**src/rtl/rtc_bus_pkg.sv**
```systemverilog
// Shared definitions for the RTC bus arbiter: state encoding, default phase
// timings and requester port identifiers.
package rtc_bus_pkg;

  typedef enum logic [2:0] {
    IDLE      = 3'd0,
    A_SETUP   = 3'd1,
    A_STROBE  = 3'd2,
    A_HOLD    = 3'd3,
    D_SETUP   = 3'd4,
    D_STROBE  = 3'd5,
    D_HOLD    = 3'd6,
    GAP       = 3'd7
  } state_t;

  localparam int DEF_T_SETUP = 2;
  localparam int DEF_T_PULSE = 8;
  localparam int DEF_T_HOLD  = 2;
  localparam int DEF_T_GAP   = 4;
  localparam int DEF_CW      = 4;

  localparam logic PORT_W = 1'b0;
  localparam logic PORT_R = 1'b1;

endpackage

```
**src/rtl/rtc_phase_timer.sv**
```systemverilog
// Loadable down-counter timing each bus phase; 'last' marks the final cycle
// of the phase so the FSM can advance on the following edge.
module rtc_phase_timer #(
  parameter int CW = 4
) (
  input  logic          clk,
  input  logic          reset,
  input  logic          load,
  input  logic [CW-1:0] load_val,
  output logic          last
);

  logic [CW-1:0] count_reg;

  always_ff @(posedge clk) begin
    if (!reset) begin
      count_reg <= '0;
    end else if (load) begin
      count_reg <= load_val;
    end else if (count_reg > CW'(1)) begin
      count_reg <= count_reg - CW'(1);
    end
  end

  assign last = (count_reg == CW'(1));

endmodule

```
**src/rtl/rtc_bus_arbiter.sv**
```systemverilog
// Round-robin arbiter for the external RTC multiplexed bus: runs one address
// phase plus one data phase per grant, with registered pad and strobe outputs.
module rtc_bus_arbiter
  import rtc_bus_pkg::*;
#(
  parameter int T_SETUP = DEF_T_SETUP,
  parameter int T_PULSE = DEF_T_PULSE,
  parameter int T_HOLD  = DEF_T_HOLD,
  parameter int T_GAP   = DEF_T_GAP,
  parameter int CW      = DEF_CW
) (
  input  logic       clk,
  input  logic       reset,
  input  logic       req_w,
  input  logic [7:0] addr_w,
  input  logic [7:0] wdata_w,
  input  logic       req_r,
  input  logic [7:0] addr_r,
  output logic       ack_w,
  output logic       ack_r,
  output logic [7:0] rdata,
  output logic       busy,
  input  logic [7:0] bus_in,
  output logic [7:0] bus_out,
  output logic       bus_oe,
  output logic       chip_select,
  output logic       read,
  output logic       write,
  output logic       a_d
);

  state_t     state_reg, state_next;
  logic       dir_reg, dir_next;
  logic       last_grant_reg, last_grant_next;
  logic [7:0] addr_reg, addr_next;
  logic [7:0] wdata_reg, wdata_next;
  logic [7:0] rdata_reg;
  logic       ack_w_reg, ack_r_reg;
  logic       cs_reg, rd_reg, wr_reg, ad_reg, oe_reg;
  logic       cs_next, rd_next, wr_next, ad_next, oe_next;
  logic [7:0] out_reg, out_next;
  logic          timer_load, phase_last;
  logic [CW-1:0] timer_val;

  function automatic logic [CW-1:0] phase_len(input state_t s);
    case (s)
      A_SETUP, D_SETUP:   return CW'(T_SETUP);
      A_STROBE, D_STROBE: return CW'(T_PULSE);
      A_HOLD, D_HOLD:     return CW'(T_HOLD);
      GAP:                return CW'(T_GAP);
      default:            return '0;
    endcase
  endfunction

  rtc_phase_timer #(.CW(CW)) u_timer (
    .clk      (clk),
    .reset    (reset),
    .load     (timer_load),
    .load_val (timer_val),
    .last     (phase_last)
  );

  always_comb begin
    state_next      = state_reg;
    dir_next        = dir_reg;
    last_grant_next = last_grant_reg;
    addr_next       = addr_reg;
    wdata_next      = wdata_reg;
    case (state_reg)
      IDLE: begin
        if (req_w && (!req_r || last_grant_reg == PORT_R)) begin
          state_next      = A_SETUP;
          dir_next        = PORT_W;
          last_grant_next = PORT_W;
          addr_next       = addr_w;
          wdata_next      = wdata_w;
        end else if (req_r) begin
          state_next      = A_SETUP;
          dir_next        = PORT_R;
          last_grant_next = PORT_R;
          addr_next       = addr_r;
        end
      end
      A_SETUP:  if (phase_last) state_next = A_STROBE;
      A_STROBE: if (phase_last) state_next = A_HOLD;
      A_HOLD:   if (phase_last) state_next = D_SETUP;
      D_SETUP:  if (phase_last) state_next = D_STROBE;
      D_STROBE: if (phase_last) state_next = D_HOLD;
      D_HOLD:   if (phase_last) state_next = GAP;
      GAP:      if (phase_last) state_next = IDLE;
      default:  state_next = IDLE;
    endcase
    timer_load = (state_next != state_reg);
    timer_val  = phase_len(state_next);
  end

  // Pad and strobe values are decoded from the next state and registered,
  // so the external chip never sees decode glitches.
  always_comb begin
    cs_next  = 1'b1;
    rd_next  = 1'b1;
    wr_next  = 1'b1;
    ad_next  = 1'b0;
    oe_next  = 1'b0;
    out_next = '0;
    case (state_next)
      A_SETUP, A_HOLD: begin
        oe_next  = 1'b1;
        out_next = addr_next;
      end
      A_STROBE: begin
        oe_next  = 1'b1;
        out_next = addr_next;
        cs_next  = 1'b0;
        wr_next  = 1'b0;
      end
      D_SETUP, D_HOLD: begin
        ad_next = 1'b1;
        if (dir_next == PORT_W) begin
          oe_next  = 1'b1;
          out_next = wdata_next;
        end
      end
      D_STROBE: begin
        ad_next = 1'b1;
        cs_next = 1'b0;
        if (dir_next == PORT_W) begin
          oe_next  = 1'b1;
          out_next = wdata_next;
          wr_next  = 1'b0;
        end else begin
          rd_next = 1'b0;
        end
      end
      default: ;
    endcase
  end

  always_ff @(posedge clk) begin
    if (!reset) begin
      state_reg      <= IDLE;
      dir_reg        <= PORT_W;
      last_grant_reg <= PORT_R;
      addr_reg       <= '0;
      wdata_reg      <= '0;
      rdata_reg      <= '0;
      ack_w_reg      <= 1'b0;
      ack_r_reg      <= 1'b0;
      cs_reg         <= 1'b1;
      rd_reg         <= 1'b1;
      wr_reg         <= 1'b1;
      ad_reg         <= 1'b0;
      oe_reg         <= 1'b0;
      out_reg        <= '0;
    end else begin
      state_reg      <= state_next;
      dir_reg        <= dir_next;
      last_grant_reg <= last_grant_next;
      addr_reg       <= addr_next;
      wdata_reg      <= wdata_next;
      ack_w_reg      <= (state_reg == D_HOLD) && phase_last && (dir_reg == PORT_W);
      ack_r_reg      <= (state_reg == D_HOLD) && phase_last && (dir_reg == PORT_R);
      if ((state_reg == D_STROBE) && phase_last && (dir_reg == PORT_R)) begin
        rdata_reg <= bus_in;
      end
      cs_reg  <= cs_next;
      rd_reg  <= rd_next;
      wr_reg  <= wr_next;
      ad_reg  <= ad_next;
      oe_reg  <= oe_next;
      out_reg <= out_next;
    end
  end

  assign busy        = (state_reg != IDLE);
  assign ack_w       = ack_w_reg;
  assign ack_r       = ack_r_reg;
  assign rdata       = rdata_reg;
  assign chip_select = cs_reg;
  assign read        = rd_reg;
  assign write       = wr_reg;
  assign a_d         = ad_reg;
  assign bus_oe      = oe_reg;
  assign bus_out     = out_reg;

endmodule

```
**config.mk**
```make
export PLATFORM = sky130hd
export DESIGN_NAME = rtc_bus_arbiter
export DESIGN_NICKNAME = d
export VERILOG_FILES = /design/src/rtl/rtc_bus_pkg.sv /design/src/rtl/rtc_phase_timer.sv /design/src/rtl/rtc_bus_arbiter.sv
export SDC_FILE = /design/constraint.sdc
export NUM_CORES = 1
export LEC_CHECK = 0
export CAP_MARGIN = 15
export CORE_MARGIN = 2
export CORE_UTILIZATION = 35
export DETAILED_ROUTE_END_ITERATION = 10
export PLACE_DENSITY = 0.59
export SYNTH_ARGS = -nofsm -noshare
export SYNTH_HDL_FRONTEND = slang
export SYNTH_SLANG_ARGS = --single-unit
export TNS_END_PERCENT = 5
```
**constraint.sdc**
```tcl
create_clock -name clk -period 1.93 [get_ports clk]
set_input_delay 0.386 -clock clk [delete_from_list [all_inputs] [get_ports clk]]
set_output_delay 0.386 -clock clk [all_outputs]
set_load 0.1 [all_outputs]
```
==> results of run 1 <==
[worst max-delay path: stages, from the launching register on]
cell       delay [ns]
dfxtp_1          0.42
ha_4             0.19
nand4bb_1        0.17
or3_4            0.40
a21oi_4          0.28
nand2b_1         0.09
a21oi_1          0.16
[power by group through the flow]
stage / logic [uW] / clock network (uW) / registers (uW)
floorplan: 687 / 0 / 1500
global placement: 1260 / 0 / 1250
detailed placement: 1280 / 0 / 1250
CTS: 1290 / 647 / 1230
global route: 1410 / 687 / 1250
finish: 1300 / 620 / 1240
[how the worst min path moves through the flow]
| stage | from | end | depth (start not counted) |
|---|---|---|---|
| global route | addr_reg[4] | addr_reg[4] | 1 |
| CTS | dir_reg | ack_w | 1 |
| finish | dir_reg | ack_w | 1 |
| detailed placement | dir_reg | ack_w | 1 |
| floorplan | dir_reg | ack_w | 1 |
| global placement | addr_reg[2] | addr_reg[2] | 1 |
[cell usage in the layout, fill, tap and decap left out, types with 2 or more instances in the layout]
master,n
dfxtp_1,48
buf_4,37
clkdlybuf4s50_1,35
a211oi_1,16
o21ai_0,15
nand2_1,15
nor2b_1,14
a21oi_1,12
mux2i_1,12
nor2_1,9
o211ai_1,9
o211a_1,8
and2_1,6
clkbuf_8,6
nand2b_1,5
inv_1,4
inv_2,4
mux2_2,4
xnor2_1,4
a21boi_0,4
o211ai_2,3
nand3_1,3
o21ai_1,3
buf_12,3
xor2_1,2
and3_2,2
nor3_1,2
[synth_stat cells, drive strengths merged]
cell type / n
nor4: 1
and3: 3
o21ai: 18
and2: 6
nor4b: 1
o211ai: 12
or3b: 1
nor3: 3
nor2: 10
o21a: 1
ha: 2
dfxtp: 48
clkbuf: 7
a21boi: 4
a211oi: 16
a31oi: 1
nand2: 16
inv: 8
buf: 7
xnor2: 4
nand3: 3
nand2b: 5
mux2i: 12
mux2: 5
a22oi: 1
a21oi: 13
or3: 1
clkinv: 1
nand4bb: 1
nor3b: 1
xor2: 2
a311o: 1
o211a: 8
nor2b: 14
[metrics by stage]
stage               setup WS [ns]  power [uW]  hold WS, ns
floorplan                   0.262        2180        0.455
finish                      0.160        3160        0.490
global route              0.00983        3350        0.518
CTS                        0.0926        3170        0.499
detailed placement         -0.110        2530        0.477
global placement          -0.0961        2510        0.480
[cell type report]
type | instances | area share, %
clock buffer | 6 | 2.70
clock inverter | 1 | 0.286
inverter | 9 | 1.23
multi-input combinational | 166 | 38.8
sequential | 48 | 31.4
tap | 77 | 3.15
timing repair buffer | 75 | 22.5
[logic make-up (layout without fill, tap and decap cells)]
| family | count (synthesis) | count (layout) |
|---|---|---|
| and+or+nand+nor | 66 | 66 |
| DFF | 48 | 48 |
| muxes | 17 | 17 |
| buffers and inverters | 23 | 91 |
| AOI/OAI and AO/OA | 75 | 75 |
| xor gates and xnor gates | 6 | 6 |
| adders and majority gates | 2 | 2 |
[per-layer routing]
metal,vias up,part of all wire [%],track usage (%)
met5,-,0,0
met3,10,5.1,4.65
li1,984,-,-
met2,45,47,25.1
met4,0,2.1,5.43
met1,887,46,20.0
[timing repair]
action,4_1_cts,5_1_grt
buffers inserted,1,0
pin swaps,0,1
endpoints found under the setup margin,8,11
resized for setup,0,4
hold buffers,0,0
==> flow_metrics.env, run 1 <==
export IMPL_grt_pass1_vias=1899
export IMPL_num_io_pins=60
export IMPL_synth_xor_area_share_pct=2.35
export IMPL_ff_latch_area_um2=961
export IMPL_worst_ep_arrival_time_ns=2.00
export IMPL_synth_simple_gate_area_share_pct=17.2
export IMPL_syn_nets=275
export IMPL_synth_compound_gate_area_share_pct=23.9
export IMPL_hold_path_class="reg -> reg"
export IMPL_syn_to_final_growth_pct=37.1
export IMPL_skew_ns=0.00696
export IMPL_ys_warn_count=0
export IMPL_first_iter_violations=75
export IMPL_root_buffer="clkbuf_8"
export IMPL_rows=29
export IMPL_cts_tree="done"
export IMPL_vias=1926
export IMPL_rrSetupSlack_ns=0.16
export IMPL_synth_seq_area_share_pct=43.0
export IMPL_cts_path_max_buffers=2
export IMPL_grt_pass1_wl_mm=8.90
export IMPL_fin_setup_tns_ns=0
export IMPL_seq_power_share_pct=39.2
export IMPL_critPathKind="reg -> reg"
export IMPL_diodes=0
export IMPL_ant_nets=0
export IMPL_p_switching_uw=1230
export IMPL_antenna_found_initial=0
export IMPL_cp_startpoint="u_timer.count_reg[0]"
export IMPL_synth_top_area_share_pct=43.0
export IMPL_yosys_area_top_type="dfxtp_1"
export IMPL_placed_cells=374
export IMPL_avgSynthCellArea_um2=9.43
export IMPL_drt_pass1_iterations=5
export IMPL_core_area_um2=6280
export IMPL_endpoint_kind="flop"
export IMPL_switching_share_pct=39.0
export IMPL_p_clk_share_pct=19.6
export IMPL_worst_setup_path_start_kind="flop"
export IMPL_die_h_um=83.9
export IMPL_tightest_slew_ns=0.517
export IMPL_cp_required_ns=2.16
export IMPL_grt_start_max_net_pins=40
export IMPL_synth_top_family_by_area="compound AO/OA/AOI/OAI gates"
export IMPL_status="finished, final reports clean"
export IMPL_insertion_delay_ns=0.30
export IMPL_post_drt_wl_per_cell_um=13.8
export IMPL_clkTransAtPathRegs_ns=0.08
export IMPL_ys_ff_latch=48
export IMPL_crit_fanout=8
export IMPL_routabilityCongestion=0.802
export IMPL_vias_per_cell=5.04
export IMPL_yosysUniqueCellTypes=44
export IMPL_multi_input_area_um2=1190
export IMPL_htreeDepth=2
export IMPL_io_buffers=59
export IMPL_layout_drive_gt1_share_pct=22.6
export IMPL_reg2reg_from="u_timer.count_reg[0]"
export IMPL_initial_core_util_pct=35.6
export IMPL_r2r_end="bus_out[4]"
export IMPL_grt_use_total_pct=15.6
export IMPL_grt_ovfl_total=0
export IMPL_fill_cells=626
export IMPL_design_area_um2=3060
export IMPL_utilization_pct=48.8
export IMPL_fin_nets=343
export IMPL_synth_area_um2=2230
export IMPL_power_density_nw_per_um2=1030
export IMPL_finalHoldViolCount=0
export IMPL_wirelength_mm=5.27
export IMPL_slew_headroom_pct=65.4
export IMPL_cp_endpoint="bus_out[4]"
export IMPL_p_leak_uw=0.00123
export IMPL_synthAdderAreaFrac_pct=1.12
export IMPL_placed_area_um2=2950
export IMPL_netlist_instances=237
export IMPL_drv_slew=0
export IMPL_reg2reg_depth=6
export IMPL_die_area_um2=7040
export IMPL_maxCapViolations=0
export IMPL_ir_worst_vdd_v=0.000626
export IMPL_fmax_mhz=565
export IMPL_drc_errors=0
export IMPL_place_hpwl_mm=3.85
export IMPL_die_w_um=83.9
export IMPL_grt_setup_unrepaired="false"
export IMPL_yosys_mux_area_fraction_pct=8.06
export IMPL_synth_area_leaders="dfxtp_1 43%, mux2i_1 5.4%, a211oi_1 5.4%"
export IMPL_setup_violations=0
export IMPL_cts_made_buffers=5
export IMPL_clock_sinks=48
export IMPL_p_comb_share_pct=41.2
export IMPL_period_share_pct=91.7
export IMPL_final_cells=382
export IMPL_layout_min_cycle_time_ns=1.77
export IMPL_p_int_uw=1930
No activity file was read; power rests on OpenSTA's default activity.
==> run 2: changes to the inputs <==
--- a/config.mk
+++ b/config.mk
@@ -6,10 +6,13 @@
 export NUM_CORES = 1
 export LEC_CHECK = 0
 export CAP_MARGIN = 15
+export CELL_PAD_IN_SITES_DETAIL_PLACEMENT = 0
+export CELL_PAD_IN_SITES_GLOBAL_PLACEMENT = 1
 export CORE_MARGIN = 2
-export CORE_UTILIZATION = 35
+export CORE_UTILIZATION = 36
+export CTS_CLUSTER_DIAMETER = 200
 export DETAILED_ROUTE_END_ITERATION = 10
-export PLACE_DENSITY = 0.59
+export PLACE_DENSITY = 0.77
 export SYNTH_ARGS = -nofsm -noshare
 export SYNTH_HDL_FRONTEND = slang
 export SYNTH_SLANG_ARGS = --single-unit
==> flow_metrics.env, run 2 (synthesized netlist as in run 1, its figures left out) <==
export IMPL_hp_start="addr_reg[6]"
export IMPL_hold_path_class="reg -> reg"
export IMPL_critPathBufInv=2
export IMPL_die_w_um=82.8
export IMPL_worst_path_max_delay_cell="dfxtp_1"
export IMPL_tightest_slew_ns=0.486
export IMPL_cpPeakStageDelay_ns=0.34
export IMPL_placed_cells=372
export IMPL_diodes=0
export IMPL_vias_per_cell=5.14
export IMPL_die_area_um2=6850
export IMPL_crit_chain="inv_2 > ha_4 > nor3b_4 > buf_4 > nand2_2 > nor2_4 > mux2i_1 > nor2b_1"
export IMPL_insertion_delay_ns=0.30
export IMPL_root_buffer="clkbuf_8"
export IMPL_crit_fanout=8
export IMPL_rrSetupSlack_ns=0.14
export IMPL_cp_top_family="simple AND/OR/NAND/NOR gates"
export IMPL_cts_tree="done"
export IMPL_ir_worst_vdd_v=0.000567
export IMPL_initial_core_util_pct=37.5
export IMPL_place_hpwl_mm=3.86
export IMPL_skew_ns=0.00821
export IMPL_grt_pass1_wl_mm=8.66
export IMPL_cp_required_ns=2.12
export IMPL_finalHoldViolCount=0
export IMPL_ant_nets=0
export IMPL_hold_path_depth=1
export IMPL_num_io_pins=60
export IMPL_cts_path_max_buffers=2
export IMPL_final_cells=382
export IMPL_wl_met3_um=297
export IMPL_mostFrequentLayoutCells="47 x dfxtp_1, 38 x buf_4, 35 x clkdlybuf4s50_1"
export IMPL_endpoint_kind="flop"
export IMPL_htreeDepth=2
export IMPL_io_buffers=59
export IMPL_fin_nets=345
export IMPL_post_drt_wl_per_cell_um=14.2
export IMPL_reg2reg_depth=8
export IMPL_drt_pass1_iterations=4
export IMPL_grt_use_total_pct=16.8
export IMPL_routabilityCongestion=0.753
export IMPL_drt_met1_wl_mm=2.43
export IMPL_vias=1964
export IMPL_first_iter_violations=71
export IMPL_wirelength_mm=5.44
export IMPL_antenna_found_initial=0
export IMPL_die_h_um=82.8
export IMPL_drv_slew=0
export IMPL_rows=28
export IMPL_fmax_mhz=559
export IMPL_p_leak_uw=0.00126
export IMPL_top_layer_used="met4"
export IMPL_setup_violations=0
export IMPL_clkTransAtPathRegs_ns=0.08
export IMPL_core_area_um2=5960
export IMPL_drc_errors=0
export IMPL_r2r_end="rdata[1]"
export IMPL_layout_min_cycle_time_ns=1.79
export IMPL_syn_to_final_growth_pct=40.2
export IMPL_grt_ovfl_total=0
export IMPL_worstHoldEndpoint="addr_reg[6]"
export IMPL_cts_made_buffers=5
export IMPL_maxCapViolations=0
export IMPL_critPathKind="reg -> reg"
export IMPL_worst_setup_path_start_kind="flop"
export IMPL_period_share_pct=92.7
export IMPL_grt_start_max_net_pins=40
export IMPL_reg2reg_from="u_timer.count_reg[1]"
export IMPL_met2WireLength_mm=2.67
export IMPL_slew_headroom_pct=67.5
export IMPL_grt_setup_unrepaired="false"
export IMPL_power_density_nw_per_um2=1090
export IMPL_layout_commonest_cell="dfxtp_1"
export IMPL_path_depth=8
export IMPL_whs_ns=0.503
export IMPL_clock_sinks=48
export IMPL_layout_drive_gt1_share_pct=24.1
export IMPL_status="finished, final reports clean"
export IMPL_grt_pass1_vias=1912
export IMPL_worst_ep_arrival_time_ns=1.98
[run 2: changes by cell type in the layout (fill, tap and decap cells not counted)]
| cell | delta |
|---|---|
| dfxtp_1 | -1 |
| nand4bb_4 | +1 |
| nand4bb_1 | -1 |
| nor2_2 | +1 |
| clkinv_4 | -1 |
| buf_4 | +1 |
| bufinv_16 | +2 |
| nor2_1 | -1 |
| clkinvlp_4 | +1 |
| dfxtp_2 | +1 |
| clkbuf_8 | -1 |
[run 2: worst max-delay path by stage]
stage                            to                 start  slack [ns]
4_1_cts                  bus_out[1]  u_timer.count_reg[1]        0.03
2_1_floorplan  u_timer.count_reg[1]  u_timer.count_reg[1]        0.26
3_3_place_gp             bus_out[7]                 req_r        -0.1
5_1_grt                    rdata[6]  u_timer.count_reg[1]        0.03
3_5_place_dp             bus_out[1]                 req_r       -0.10
6_report                   rdata[1]  u_timer.count_reg[1]        0.14
[run 2: final cells by class]
class	instances	area, um^2
Clock inverter	2	60.1
Timing Repair inverter	1	7.51
Fill cell	573	2820
Inverter	9	37.5
Timing Repair Buffer	76	696
Multi-Input combinational cell	166	1210
Tap cell	75	93.8
Clock buffer	5	68.8
Sequential cell	48	962
[run 2: timing repair]
| item | CTS | global route |
|---|---|---|
| hold buffers | 0 | 0 |
| endpoints found under the setup margin | 0 | 17 |
| endpoints found under the hold margin | 0 | 0 |
| setup buffers | 0 | 2 |
| gates resized for setup | 0 | 8 |
[run 2: layer usage]
metal	global-route usage, %	up-vias
li1	-	986
met1	20.0	925
met2	29.5	48
met3	5.41	5
met4	3.93	0
met5	0	-
[run 2: stage by stage]
stage                     utilization (%)  area (um^2)  power, uW  setup slack (ns)  TNS (ns)
after floorplan                         -         2230       2180             0.262         0
after global placement               49.5         2950       2540           -0.0985    -0.851
after detailed placement             49.5         2950       2550            -0.104    -0.866
after CTS                            51.6         3070       3390            0.0275         0
after global routing                 52.6         3130       3620            0.0311         0
final                                52.6         3130       3420             0.141         0
[run 2: power breakdown]
part	internal [uW]	switching, uW	leakage [uW]
Combinational	553	789	0.000798
Clock	510	321	0.0000642
Sequential	1130	121	0.000394
Total	2190	1230	0.00126
[run 2: worst reg2reg max path, cell delays in order (launching register included)]
cell     delay, ns
dfxtp_1       0.34
inv_2         0.08
ha_4          0.17
nor3b_4       0.28
buf_4         0.17
nand2_2       0.07
nor2_4        0.29
mux2i_1       0.23
nor2b_1       0.06
